<file path="config.mk">
export PLATFORM = sky130hd
export DESIGN_NAME = bcd_updown_counter_n
export DESIGN_NICKNAME = d
export VERILOG_FILES = /design/src/rtl/bcd_cnt_pkg.sv /design/src/rtl/bcd_digit_step.sv /design/src/rtl/bcd_updown_counter_n.sv
export SDC_FILE = /design/constraint.sdc
export NUM_CORES = 1
export LEC_CHECK = 0
export ABC_CLOCK_PERIOD_IN_PS = 2600
export BUFFER_PORTS_ARGS = -buffer_cell sky130_fd_sc_hd__buf_2
export CORE_MARGIN = 5
export CORE_UTILIZATION = 57
export CTS_CLUSTER_SIZE = 20
export DETAILED_ROUTE_END_ITERATION = 16
export PLACE_DENSITY = 0.91
export SLEW_MARGIN = 20
export SYNTH_ARGS = -nofsm -noshare
export SYNTH_HDL_FRONTEND = slang
export SYNTH_SLANG_ARGS = --single-unit
</file>
<file path="constraint.sdc">
create_clock -name i_clk -period 2.6 [get_ports i_clk]
set_input_delay 0.13 -clock i_clk [delete_from_list [all_inputs] [get_ports i_clk]]
set_output_delay 0.13 -clock i_clk [all_outputs]
set_load 0.01 [all_outputs]
</file>
<file path="src/rtl/bcd_cnt_pkg.sv">
// Shared BCD constants, digit type and elaboration helpers for the multi-digit counter.
package bcd_cnt_pkg;

  localparam int BCD_W      = 4;
  localparam int MAX_DIGITS = 16;
  localparam logic [3:0] BCD_MAX = 4'd9;
  localparam logic [3:0] BCD_MIN = 4'd0;

  typedef logic [BCD_W-1:0] bcd_digit_t;

  function automatic logic is_valid_bcd(input bcd_digit_t d);
    return (d <= BCD_MAX);
  endfunction

  // Packs a decimal integer into BCD, digit 0 in bits [3:0]; wide enough for MAX_DIGITS.
  function automatic logic [4*MAX_DIGITS-1:0] to_bcd(input int val, input int n);
    logic [4*MAX_DIGITS-1:0] res;
    int v;
    res = '0;
    v   = val;
    for (int i = 0; i < MAX_DIGITS; i++) begin
      if (i < n) begin
        res[4*i +: 4] = 4'(v % 10);
        v = v / 10;
      end
    end
    return res;
  endfunction

  function automatic longint pow10(input int n);
    longint p;
    p = 1;
    for (int i = 0; i < MAX_DIGITS; i++) begin
      if (i < n) p = p * 10;
    end
    return p;
  endfunction

endpackage

</file>
<file path="src/rtl/bcd_digit_step.sv">
// One combinational BCD digit stage: steps up or down and propagates carry/borrow.
module bcd_digit_step
  import bcd_cnt_pkg::*;
(
  input  bcd_digit_t i_digit,
  input  logic       i_step_in,
  input  logic       i_up_down,
  output bcd_digit_t o_next_digit,
  output logic       o_step_out
);

  logic w_at_bound;

  assign w_at_bound = i_up_down ? (i_digit == BCD_MAX) : (i_digit == BCD_MIN);
  assign o_step_out = i_step_in & w_at_bound;

  always_comb begin
    o_next_digit = i_digit;
    if (i_step_in) begin
      if (w_at_bound) o_next_digit = i_up_down ? BCD_MIN : BCD_MAX;
      else            o_next_digit = i_up_down ? (i_digit + 4'd1) : (i_digit - 4'd1);
    end
  end

endmodule

</file>
<file path="src/rtl/bcd_updown_counter_n.sv">
// N-digit BCD up/down counter with enable, checked parallel load, cascade tc and wrap/error flags.
// Define BCD_UPDOWN_COUNTER_N_SATURATE_EN to saturate at the range ends instead of wrapping.
module bcd_updown_counter_n
  import bcd_cnt_pkg::*;
#(
  parameter int N_DIGITS = 4,
  parameter int RST_VAL  = 0
) (
  input  logic                  i_clk,
  input  logic                  i_rst,
  input  logic                  i_count_en,
  input  logic                  i_up_down,
  input  logic                  i_load,
  input  logic [4*N_DIGITS-1:0] i_load_val,
  output logic [4*N_DIGITS-1:0] o_bcd_out,
  output logic                  o_tc,
  output logic                  o_wrap,
  output logic                  o_load_err
);

  if (N_DIGITS < 1 || N_DIGITS > MAX_DIGITS || RST_VAL < 0 ||
      longint'(RST_VAL) >= pow10(N_DIGITS)) begin : g_bad_param
    $error("bcd_updown_counter_n: N_DIGITS or RST_VAL out of range");
  end

  localparam logic [4*MAX_DIGITS-1:0] RST_BCD_FULL = to_bcd(RST_VAL, N_DIGITS);
  localparam logic [4*N_DIGITS-1:0]   RST_BCD      = RST_BCD_FULL[4*N_DIGITS-1:0];

  logic [4*N_DIGITS-1:0] r_bcd;
  logic                  r_wrap;
  logic                  r_load_err;

  logic [N_DIGITS:0]     w_step;
  logic [4*N_DIGITS-1:0] w_next;
  logic [4*N_DIGITS-1:0] w_load_clean;
  logic [N_DIGITS-1:0]   w_load_bad;
  logic                  w_boundary;

  // Digit 0 always steps; w_step[N_DIGITS] is set only when every digit sits at the boundary.
  assign w_step[0] = 1'b1;

  for (genvar g = 0; g < N_DIGITS; g++) begin : g_digit
    bcd_digit_step u_step (
      .i_digit      (r_bcd[4*g +: 4]),
      .i_step_in    (w_step[g]),
      .i_up_down    (i_up_down),
      .o_next_digit (w_next[4*g +: 4]),
      .o_step_out   (w_step[g+1])
    );

    assign w_load_bad[g]           = ~is_valid_bcd(i_load_val[4*g +: 4]);
    assign w_load_clean[4*g +: 4]  = w_load_bad[g] ? BCD_MIN : i_load_val[4*g +: 4];
  end

  assign w_boundary = w_step[N_DIGITS];
  assign o_tc       = i_count_en & ~i_load & w_boundary;

  always_ff @(posedge i_clk or posedge i_rst) begin
    if (i_rst) begin
      r_bcd      <= RST_BCD;
      r_wrap     <= 1'b0;
      r_load_err <= 1'b0;
    end else if (i_load) begin
      r_bcd      <= w_load_clean;
      r_wrap     <= 1'b0;
      r_load_err <= |w_load_bad;
    end else if (i_count_en) begin
`ifdef BCD_UPDOWN_COUNTER_N_SATURATE_EN
      r_bcd      <= w_boundary ? r_bcd : w_next;
`else
      r_bcd      <= w_next;
`endif
      r_wrap     <= w_boundary;
      r_load_err <= 1'b0;
    end else begin
      r_wrap     <= 1'b0;
      r_load_err <= 1'b0;
    end
  end

  assign o_bcd_out  = r_bcd;
  assign o_wrap     = r_wrap;
  assign o_load_err = r_load_err;

endmodule

</file>
==> reports/summary.txt <==
post-synthesis instance total = 175
Antenna Cells = 0
synth top area cells = dfrtp_1 (29%), ha_1 (6.4%), fa_1 (5.1%)
maximum number of pins on one net before global-route repair = 37
worst-case reg-to-reg path depth = 6
Flop pwr share = 41.4%
Vias/cell = 6.27
Post-CTS Setup Bufs = 0
Critical Path Start Type = register
Final min period = 2.25 ns
core area = 0.00269 mm^2
setup tns final = 0 ns
pwr dens = 493 mW/mm^2
Top Metal Used = met4
Max-slew headroom = 52.7%
final layout net count = 248
area leader, netlist = dfrtp_1
# rows = 19
worst-path maximum fanout = 8
remaining global-route overflow = 0
H-tree depth = 1
Sw Ratio = 38.4%
number of enable flip-flop cells after synthesis = 0
Final Cell Area = 0.00182 mm^2
post-DP HPWL = 2980 um
CTS Hold Buffers Added = 1
Worst Hold End = o_bcd_out[1]$_DFFE_PP0P_
cell with the most instances after synthesis = dfrtp_1
Int Pwr = 0.000553 W
sequential cell area fraction in the yosys report = 28.8%
die height = 62.4 um
Combinational Power Share = 38.8%
Worst setup EP type = primary output
Sw Pwr = 0.000345 W
Clock Skews = 0.00509 ns
CP Data Required Time = 2.47 ns
ys async rst share = 100%
initial antenna violation count = 0
clk buf depth = 2
hold_ws = 0.0277 ns
top cells by count, synth = dfrtp_1 (18), a21oi_1 (14), nand2_1 (14)
Worst Hold Launch = i_load_val[3]
Final ANT Viol Nets = 0
die width = 62.4 um
total length of routed met2 wires = 1950 um
total power = 0.000898 W
unrepaired setup endpoints after global routing = false
Hold Crit Depth = 2
Reg clk slew, reported paths = 0.11 ns
synth warn = 0
worst-margin pin slew = 0.709 ns
placed cell area = 0.00178 mm^2
Post-synth top flop = dfrtp_1
clk root buf = clkbuf_4
met3 routed WL = 249 um
CTS Buf Count = 3
worst r2r src = o_bcd_out[5]$_DFFE_PP0P_
max cap viols = 0
reg2reg setup slack = 0.62 ns
Residual DRC = 0
DR iter-0 viols = 77
first-pass GRT wire length = 6810 um
GPL Wtd Cong = 0.864
initial core utilization = 58.2%
vias in the first global route = 1,524
I/O Pins = 40
full die area = 0.00389 mm^2
Static Leak = 0.847 nW
Synth cell types = 55
Peak VDD IR = 0.395 mV
IO Port Bufs = 39
Routed met1 length = 1670 um
WL final = 3910 um
Mean Syn Cell Area = 8.93 um^2
# setup viols final = 0
fin. max-slew vios = 0
TritonCTS clock tree = yes
Clock power frac = 19.8%
DR pass1 iterations = 4
WP data arrival = 2.12 ns
top cell type's share of synthesized area = 28.8%
Gates resized, CTS repair = 0
Util after Layout = 67.9%
Skew-Pair Late Insertion Delay = 0.29 ns
Area growth, synth to finish = 16.7%
Tot GR Track Use = 20.5%
share of cells above drive strength 1 = 25.7%
status = complete, no violations
Seq cells post-synth = 18
f_max = 0.445 GHz
critical path class = register to primary output
via count = 1,536
routed length per instance = 16.0 um
Hold Path Class = primary input to register
synthesized area = 0.00156 mm^2
clk sink count = 18
syn nets = 208
crit share post-route = 86.4%
final hold violations = 0
r2r endpoint = o_bcd_out[7]$_DFFE_PP0P_
[power by group through the flow]
stage | registers (W) | logic (W) | clock network, W
2_1_floorplan | 0.000379 | 0.000229 | 0
3_3_place_gp | 0.000374 | 0.000334 | 0
3_5_place_dp | 0.000377 | 0.000346 | 0
4_1_cts | 0.000371 | 0.000350 | 0.000177
5_1_grt | 0.000381 | 0.000389 | 0.000196
6_report | 0.000372 | 0.000348 | 0.000178
[worst max-delay path, cell delays in order, from the launching register on]
cell and delay (ns):
dfrtp_1 0.48, or3_4 0.41, a211oi_4 0.39, nand3_4 0.16
nor3b_1 0.21, buf_2 0.16
[sequential cells by signal, indices dropped and copies added, names as in the netlist]
name,flops
o_load_err,1
o_wrap,1
o_bcd_out,16
[cell families after synthesis]
kind of cell               synth area share, %
AOI/OAI and AO/OA                         26.5
xor gates and xnor gates                  5.04
adders and majority gates                 11.5
buffers and inverters                     4.64
DFF                                       28.8
muxes                                    0.641
and+or+nand+nor                           22.8
[through the flow]
stage	std cells	setup WS (ns)
final	245	0.354
after global placement	240	0.687
after detailed placement	240	0.576
after global routing	245	0.236
after floorplan	175	0.462
after CTS	245	0.369
[layer usage]
| layer | vias up | track usage, % |
|---|---|---|
| met4 | 0 | 7.69 |
| met2 | 50 | 33.9 |
| met5 | - | 0 |
| met3 | 6 | 4.50 |
| met1 | 741 | 26.0 |
| li1 | 739 | - |
[final cells by class]
class	count	area (um^2)
Clock buffer	4	36.3
Sequential cell	18	450
Multi-Input combinational cell	140	1040
Timing Repair Buffer	42	220
Inverter	10	37.5
Fill cell	232	863
Tap cell	31	38.8
[worst max-delay path by stage]
| stage | endpoint | cells past startpoint | from |
|---|---|---|---|
| 3_3_place_gp | o_tc | 7 | i_up_down |
| 6_report | o_tc | 5 | o_bcd_out[11]$_DFFE_PP0P_ |
| 2_1_floorplan | o_bcd_out[7]$_DFFE_PP0P_ | 9 | i_up_down |
| 4_1_cts | o_tc | 5 | o_bcd_out[11]$_DFFE_PP0P_ |
| 3_5_place_dp | o_bcd_out[3]$_DFFE_PP0P_ | 8 | i_up_down |
| 5_1_grt | o_tc | 5 | o_bcd_out[11]$_DFFE_PP0P_ |
[layout by cell type (no fill, tap or decap), types with 2 or more instances in the layout]
master / netlist / final
buf_2: 1 / 39
dfrtp_1: 18 / 18
a21oi_1: 14 / 14
nand2_1: 14 / 14
inv_1: 10 / 10
nor3_1: 9 / 9
nand3_1: 8 / 8
o21ai_0: 8 / 8
ha_1: 8 / 8
nor2_1: 6 / 6
xnor2_1: 5 / 5
nor3b_1: 5 / 5
o21ai_1: 4 / 4
nor4_1: 4 / 4
o22ai_1: 4 / 4
xor2_1: 4 / 4
fa_1: 4 / 4
a21o_1: 3 / 3
clkbuf_4: 0 / 3
or3_4: 2 / 2
a2111oi_0: 2 / 2
nand3b_1: 2 / 2
nand2b_1: 2 / 2
o211a_1: 2 / 2
o211ai_1: 2 / 2
buf_4: 0 / 2
Power figures use the tool's default switching activity.
